==> config.mk <==
export PLATFORM = sky130hd
export DESIGN_NAME = ps2_key_decoder
export DESIGN_NICKNAME = d
export VERILOG_FILES = /design/src/rtl/ps2_key_decoder.sv
export SDC_FILE = /design/constraint.sdc
export NUM_CORES = 1
export LEC_CHECK = 0
export CAP_MARGIN = 40
export CORE_MARGIN = 2
export CORE_UTILIZATION = 58
export CTS_BUF_LIST = sky130_fd_sc_hd__clkbuf_16
export DETAILED_ROUTE_END_ITERATION = 8
export PLACE_DENSITY = 0.9
export SLEW_MARGIN = 20
export SYNTH_ARGS = -nofsm -noshare
export SYNTH_HDL_FRONTEND = slang
export SYNTH_SLANG_ARGS = --single-unit
export TNS_END_PERCENT = 10
==> constraint.sdc <==
create_clock -name clock -period 2.2 [get_ports clock]
set_clock_uncertainty 0.15 [all_clocks]
set_input_delay 0.22 -clock clock [delete_from_list [all_inputs] [get_ports clock]]
set_output_delay 0.22 -clock clock [all_outputs]
set_load 0.05 [all_outputs]
==> src/rtl/ps2_key_decoder.sv <==
// PS/2 keyboard frame decoder: synchronises raw k_clock/k_data, frames 11-bit packets and folds
// E0/F0 prefixes into single make/break key events.
module ps2_key_decoder #(
  parameter int unsigned SYNC_STAGES    = 2,
  parameter int unsigned TIMEOUT_CYCLES = 50000
) (
  input  logic       clock,
  input  logic       reset_n,
  input  logic       k_clock,
  input  logic       k_data,
  output logic [7:0] key_code,
  output logic       key_ext,
  output logic       key_break,
  output logic       key_valid,
  output logic       frame_err
);

  localparam int unsigned TW = $clog2(TIMEOUT_CYCLES + 1);

  typedef enum logic [1:0] {StIdle, StData, StParity, StStop} state_e;

  logic [SYNC_STAGES-1:0] clk_sync_q, dat_sync_q;
  logic                   clk_prev_q;
  logic                   fall, bit_in, timeout;

  state_e        state_q, state_d;
  logic [2:0]    bit_cnt_q, bit_cnt_d;
  logic [7:0]    shift_q, shift_d;
  logic          parity_q, parity_d;
  logic [TW-1:0] tmo_q, tmo_d;
  logic          ext_pend_q, ext_pend_d, brk_pend_q, brk_pend_d;
  logic [7:0]    key_code_q, key_code_d;
  logic          key_ext_q, key_ext_d, key_break_q, key_break_d;
  logic          key_valid_q, key_valid_d, frame_err_q, frame_err_d;

  // Synchronisers reset high so an idle bus never looks like a falling edge.
  always_ff @(posedge clock or negedge reset_n) begin
    if (!reset_n) begin
      clk_sync_q <= '1;
      dat_sync_q <= '1;
      clk_prev_q <= 1'b1;
    end else begin
      clk_sync_q <= {clk_sync_q[SYNC_STAGES-2:0], k_clock};
      dat_sync_q <= {dat_sync_q[SYNC_STAGES-2:0], k_data};
      clk_prev_q <= clk_sync_q[SYNC_STAGES-1];
    end
  end

  assign fall    = clk_prev_q & ~clk_sync_q[SYNC_STAGES-1];
  assign bit_in  = dat_sync_q[SYNC_STAGES-1];
  // A fall in the terminal-count cycle wins over the timeout.
  assign timeout = (state_q != StIdle) && !fall && (tmo_q == TW'(TIMEOUT_CYCLES - 1));

  always_comb begin
    state_d     = state_q;
    bit_cnt_d   = bit_cnt_q;
    shift_d     = shift_q;
    parity_d    = parity_q;
    ext_pend_d  = ext_pend_q;
    brk_pend_d  = brk_pend_q;
    key_code_d  = key_code_q;
    key_ext_d   = key_ext_q;
    key_break_d = key_break_q;
    key_valid_d = 1'b0;
    frame_err_d = 1'b0;
    tmo_d       = (state_q == StIdle || fall) ? '0 : tmo_q + 1'b1;

    if (timeout) begin
      state_d     = StIdle;
      bit_cnt_d   = '0;
      shift_d     = '0;
      tmo_d       = '0;
      ext_pend_d  = 1'b0;
      brk_pend_d  = 1'b0;
      frame_err_d = 1'b1;
    end else if (fall) begin
      unique case (state_q)
        StIdle: begin
          if (!bit_in) begin
            state_d   = StData;
            bit_cnt_d = '0;
          end else begin
            frame_err_d = 1'b1;
            ext_pend_d  = 1'b0;
            brk_pend_d  = 1'b0;
          end
        end
        StData: begin
          shift_d   = {bit_in, shift_q[7:1]};
          bit_cnt_d = bit_cnt_q + 3'd1;
          if (bit_cnt_q == 3'd7) state_d = StParity;
        end
        StParity: begin
          parity_d = bit_in;
          state_d  = StStop;
        end
        StStop: begin
          state_d = StIdle;
          if (bit_in && (^{shift_q, parity_q})) begin
            if (shift_q == 8'hE0) begin
              ext_pend_d = 1'b1;
            end else if (shift_q == 8'hF0) begin
              brk_pend_d = 1'b1;
            end else begin
              key_code_d  = shift_q;
              key_ext_d   = ext_pend_q;
              key_break_d = brk_pend_q;
              key_valid_d = 1'b1;
              ext_pend_d  = 1'b0;
              brk_pend_d  = 1'b0;
            end
          end else begin
            frame_err_d = 1'b1;
            ext_pend_d  = 1'b0;
            brk_pend_d  = 1'b0;
          end
        end
        default: state_d = StIdle;
      endcase
    end
  end

  always_ff @(posedge clock or negedge reset_n) begin
    if (!reset_n) begin
      state_q     <= StIdle;
      bit_cnt_q   <= '0;
      shift_q     <= '0;
      parity_q    <= 1'b0;
      tmo_q       <= '0;
      ext_pend_q  <= 1'b0;
      brk_pend_q  <= 1'b0;
      key_code_q  <= '0;
      key_ext_q   <= 1'b0;
      key_break_q <= 1'b0;
      key_valid_q <= 1'b0;
      frame_err_q <= 1'b0;
    end else begin
      state_q     <= state_d;
      bit_cnt_q   <= bit_cnt_d;
      shift_q     <= shift_d;
      parity_q    <= parity_d;
      tmo_q       <= tmo_d;
      ext_pend_q  <= ext_pend_d;
      brk_pend_q  <= brk_pend_d;
      key_code_q  <= key_code_d;
      key_ext_q   <= key_ext_d;
      key_break_q <= key_break_d;
      key_valid_q <= key_valid_d;
      frame_err_q <= frame_err_d;
    end
  end

  assign key_code  = key_code_q;
  assign key_ext   = key_ext_q;
  assign key_break = key_break_q;
  assign key_valid = key_valid_q;
  assign frame_err = frame_err_q;

endmodule

---- Word level (Yosys, flattened, before mapping) ----
Index checks and enable logic that the tools add are counted.
storage, ports and cells
  register bits ........................... 49
  input port bits ......................... 4
  output and inout bits ................... 12
cells by class
  $add $sub $neg .......................... 2
  equality and inequality tests ........... 12
  mux-type cells .......................... 38
  bitwise operators ....................... 5
  reductions and logical operators ........ 19
operator list
  operator               number
  $mux 16                2
  $mux 8                 3
  $mux 1                 21
  $add 16x1->16 const B  1
  $eq 16x16->1 const B   1
  $eq 8x8->1 const B     2
  $mux 3                 3
  $ne 3x3->1 const B     3
  $reduce_and 3->1       3
  $reduce_xor 9->1       1
  $mux 2                 4
  $pmux 2 s4             1
  $reduce_and 4->1       2
  $pmux 1 s2             3
  $pmux 3 s2             1
  $reduce_and 6->1       1
  $reduce_bool 2->1      3
  $reduce_bool 3->1      2
  $ne 5x5->1 const B     1
  $eq 2x2->1 const B     2
  $ne 4x4->1 const B     1
  $not 1->1              4
  $add 3x1->3 const B    1
  $eq 3x3->1 const B     1
  other kinds (7)        9

---- Logic depth before layout (Yosys ltp) ----
  depth in word-level cells ............... 7
  gate-level depth with buffers ........... 7
  mapped depth without buffers ............ 7

---- Worst setup path after synthesis ----
No wires, ideal clock.
  path kind ............................... register to register
  start point ............................. register shift_q[3]
  end point ............................... register key_break_q (netlist: key_break)
  library setup time ...................... 0.125 ns
  arrival time ............................ 1.757 ns
  data required time ...................... 1.925 ns
  setup slack ............................. 0.168 ns
  cell stages (with the launch flop) ...... 7
  path buffers ............................ 1
  clock period less this slack ............ 2.032 ns
  cell sequence ........................... dfrtp_1 -> xnor2_1 -> xnor3_1 -> xnor2_2 -> nand3_2 -> buf_6 -> mux2_4
on the way
  word-level cells in the longest chain between the ends .. 3
  elaborated cells between the ends (all ways) .. 7
RTL lines
  element                                                                 line  text
  start: declaration                                                      28    logic [7:0] shift_q, shift_d;
  start signal: assignment                                                140   shift_q <= shift_d;
  $eq 8x8->1, or another cell as far along                                102   end else if (shift_q == 8'hF0) begin
  $not 1->1 (no source line) / $logic_and 1x1->1 (equally long branches)  --
  $reduce_and 6->1 (no source line) (*)                                   --
  end signal: assignment                                                  147   key_break_q <= key_break_d;
  end: declaration                                                        33    logic key_ext_q, key_ext_d, key_break_q, key_break_d;
Mark *: on every way between the ends. The rest lies on a longest branch, timed or not.
A chain may end at the register's enable or synchronous reset.

---- Worst setup path in the final report ----
  start point ............................. register shift_q[2]
  end point ............................... register key_code_q[1] (netlist: key_code[1])
on the way
  word-level cells in the longest chain between the ends .. 3
  elaborated cells between the ends (all ways) .. 7
RTL lines
  element                                                                 line  text
  $eq 8x8->1, or another cell as far along                                102
  $not 1->1 (no source line) / $logic_and 1x1->1 (equally long branches)  --
  $reduce_and 6->1 (no source line) (*)                                   --
  end signal: assignment                                                  145   key_code_q <= key_code_d;
  end: declaration                                                        32    logic [7:0] key_code_q, key_code_d;
Marked as above.

==> flow_results.org <==
** Run status
- Run status :: completed

** Placement
- Buffers placed on the I/O ports in this run total 15.
- Detailed placement finished with a half-perimeter wire length of between 3000 and 4000 um.
- Gpl congestion :: ~0.8
- Placed insts :: between 200 and 300

** Setup path
- Delay of the slowest cell on the worst path :: approximately 0.56 ns
- Counting both buffers and inverters, the worst setup path holds a total of 1.
- Broken down by cell family, the worst path's largest delay share belongs to simple AND/OR/NAND/NOR gates.
- Startpoint Class :: flip-flop
- Along the worst path, the maximum fanout reaches 8.
- The largest individual stage delay along the critical path comes from the cell sky130_fd_sc_hd__or4b_1.
- Signal arrival time at the worst endpoint :: between 2 and 2.5 ns
- STA classifies the critical path endpoint as a flip-flop.
- At the worst endpoint, the required time is about 2.2 ns.
- Type of the worst setup path :: reg -> reg
- The signal on the critical path passes through or4b_1 -> nor3_2 -> nor2_1 -> nand3_2 -> buf_12 -> mux2_2.

** Layout
- The library cells used most frequently in the layout, excluding fill and tap cells, are sky130_fd_sc_hd__dfrtp_1, sky130_fd_sc_hd__nor2_1, sky130_fd_sc_hd__nand2_1, sky130_fd_sc_hd__clkdlybuf4s50_1.
- For this run, the number of standard cells in the final layout without fillers is about 290.
- The net count of the finished layout is between 200 and 300.
- Share of final-layout standard cells stronger than drive strength 1 :: between 10% and 20%
- The number of antenna diodes in the final layout is 0.
- Compared with the post-synthesis result, the final layout area differs by 19.3%.
- Most common cell after layout, fill and taps aside :: sky130_fd_sc_hd__dfrtp_1

** Route
- The pre-antenna-repair detailed-routing pass consisted of 4 iterations.
- Remaining antenna violation count :: 0
- Wire length after detailed routing :: between 4000 and 5000 um
- Post-detailed-route wirelength per cell :: about 15 um
- In the routed design, unresolved DRC markers number 0.
- After detailed routing, the number of vias per cell comes to 5.56.
- DR iter-0 viols :: approximately 160
- Vias after detailed routing :: roughly 1600

** STA
- Summed over all failing endpoints, the final setup total negative slack is 0 ns.
- Post-route fraction of the period consumed by the critical path :: a little over nine tenths
- Setup repair after global routing left no endpoint under its margin.
- Final worst path period need :: ~2.1 ns
- The number of hold violations in the final report is 0.
- The final count of pins violating max slew came to 0.
- F_max :: between 0.4 and 0.5 GHz
- Worst Hold Margin :: 0.192 ns
- Setup violations remaining at the end of the flow were counted as 0.
- In this run the tightest slew margin relative to its limit is 56.9%.
- Slew of the pin with the lowest slew margin :: 0.641 ns

** Synth
- After synthesis the netlist holds a flip-flop and latch count of 49.
- Syn Nets :: about 230
- During synthesis, Yosys emitted a total of 0 warnings.
- Synthesis instantiated 35 different standard cells from the library.
- Post-synthesis instance area :: 0.00234 mm2
- After technology mapping, the gate count stands at roughly 210.
- Proportion of synthesized chip area in sequential cells :: between 50 and 60%
- Counting flops with an async set or reset pin after synthesis yields a share of between 90% and 100%.
- In this run the mean area of a mapped cell was approximately 11 um2.
- The most used flip-flop cell after synthesis is sky130_fd_sc_hd__dfrtp_1.
- Count of flip-flops with a built-in enable after synthesis :: 0

** CTS
- TritonCTS built the clock tree.
- Counting along the longest clock path gives a buffer depth of 2.
- Number of buffers created by CTS :: 5
- In this run the clock root is driven by a sky130_fd_sc_hd__clkbuf_16.
- Post-CTS timing repair inserted 0 buffers for setup.
- Clock-pin slew on the worst setup and hold paths :: 0.06 ns
- Clock tree synthesis found a total of slightly below 50 sinks.
- For the worst-skew pair, the clock arrives at the later sink with an insertion delay of approximately 0.28 ns.
- The H-tree generated during clock tree synthesis spans 2 levels.

** Die
- Number of I/O pins :: 16
- DIE AREA :: ~0.0046 mm2
- Row generation in the floorplan step produced 23 rows.
- Die span in x :: ~67 um
- Standard cell core area :: 0.00394 mm2
- Initial Utilization :: approximately three fifths
- Height of the die :: 67.5 um

** Global route
- Entering global routing, the biggest net connects 27 pins.
- Global-route wire length before repair :: approximately 7600 um
- Remaining Overflow, GRT :: 0
- Total routing usage reported by global routing :: a little under a quarter
- The via count of the first global-routing pass is approximately 1600.
- The initial antenna violation count came to 0.

** Min path
- Path class of the lowest-slack min-delay path :: in -> reg

** Power
- The analysis attributes to cell leakage a power of 1.33 nW.
- Across the VDD grid, the largest voltage drop is roughly 0.81 mV.
- In this run the power density over the cells is about 1200 mW/mm2.
- After layout, the design draws a total of 0.00339 W.

** Run
- Max-cap violations :: 0
[stage by stage]
stage / setup WS, ns / utilization (%) / area [um2]
2_1_floorplan: 0.168 / - / 2340
3_3_place_gp: 0.146 / 66.5 / 2620
3_5_place_dp: 0.0956 / 66.5 / 2620
4_1_cts: 0.0293 / 70.5 / 2780
5_1_grt: 0.00852 / 70.7 / 2790
6_report: 0.0916 / 70.7 / 2790
[final timing paths]
path	slack [ns]	depth (start not counted)	end	start
min	0.19	1	dat_sync_q[0]	k_data
max in group asynchronous	1.07	3	key_code[4]	reset_n
min reg2reg	0.21	0	dat_sync_q[1]	dat_sync_q[0]
max reg2reg	0.09	6	key_code[1]	shift_q[2]
min in group asynchronous	0.31	2	state_q[1]	reset_n
max	0.09	6	key_code[1]	shift_q[2]
[what timing repair did]
item | in CTS | in global routing
gates cloned | 0 | 0
pin swaps | 0 | 1
hold buffers | 1 | 0
endpoints found under the setup margin | 2 | 11
hold endpoints to repair | 18 | 0
gates resized for setup | 1 | 2
[sequential cells by signal (all words and copies together) (netlist names)]
name	cells
key_valid	1
dat_sync_q	2
state_q	2
tmo_q	16
ext_pend_q	1
key_ext	1
key_break	1
clk_prev_q	1
brk_pend_q	1
clk_sync_q	2
shift_q	8
frame_err	1
parity_q	1
key_code	8
bit_cnt_q	3
[cells by family after synthesis]
logic type / count (synthesis) / share of synthesized area [%]
adders and majority gates: 7 / 3.75
buffers and inverters: 16 / 2.94
xor gates and xnor gates: 21 / 8.78
AOI/OAI and AO/OA: 23 / 6.05
DFF: 49 / 52.7
muxes: 17 / 9.31
and+or+nand+nor: 81 / 16.4
[Yosys cell counts, drive strengths merged, types with 2 or more instances]
master	n	share of area, %
dfstp	5	5.6
a21boi	2	0.64
o21ai	8	1.7
a21oi	6	1.3
clkbuf	4	0.64
xor2	7	2.6
mux2i	6	2.6
nand3	14	3.2
a211oi	3	0.96
nor4	3	0.80
a2bb2oi	2	0.75
nor3	6	1.3
or3	2	0.54
nor2	28	4.5
dfrtp	44	47
nor2b	2	0.54
nand2	15	2.4
mux2	11	6.7
inv	10	1.6
xnor2	13	5.2
and3	3	0.80
nand4	4	1.1
ha	7	3.7
buf	2	0.70
[routing by layer]
layer / vias up / wire length (um) / global-route usage, %
met1: 802 / 1950 / 29.2
met2: 38 / 2280 / 37.5
met4: 0 / 48 / 8.16
li1: 786 / - / -
met3: 4 / 175 / 6.17
met5: - / 0 / 0
[power breakdown]
part / leakage [nW] / switching [W] / internal (W)
combinational: 0.615 / 0.000715 / 0.000667
sequential: 0.644 / 0.000187 / 0.00109
clock: 0.0696 / 0.000312 / 0.000417
total: 1.33 / 0.00121 / 0.00218
[layout make-up]
| cell class | count | area, um2 |
|---|---|---|
| inverters | 10 | 37.5 |
| fillers | 254 | 1150 |
| repair buffers | 27 | 263 |
| well taps | 50 | 62.6 |
| multi-input cells | 149 | 1050 |
| clock buffers | 5 | 125 |
| flip-flops and latches | 49 | 1230 |
| clock inverters | 3 | 17.5 |
Power figures use the tool's default switching activity.
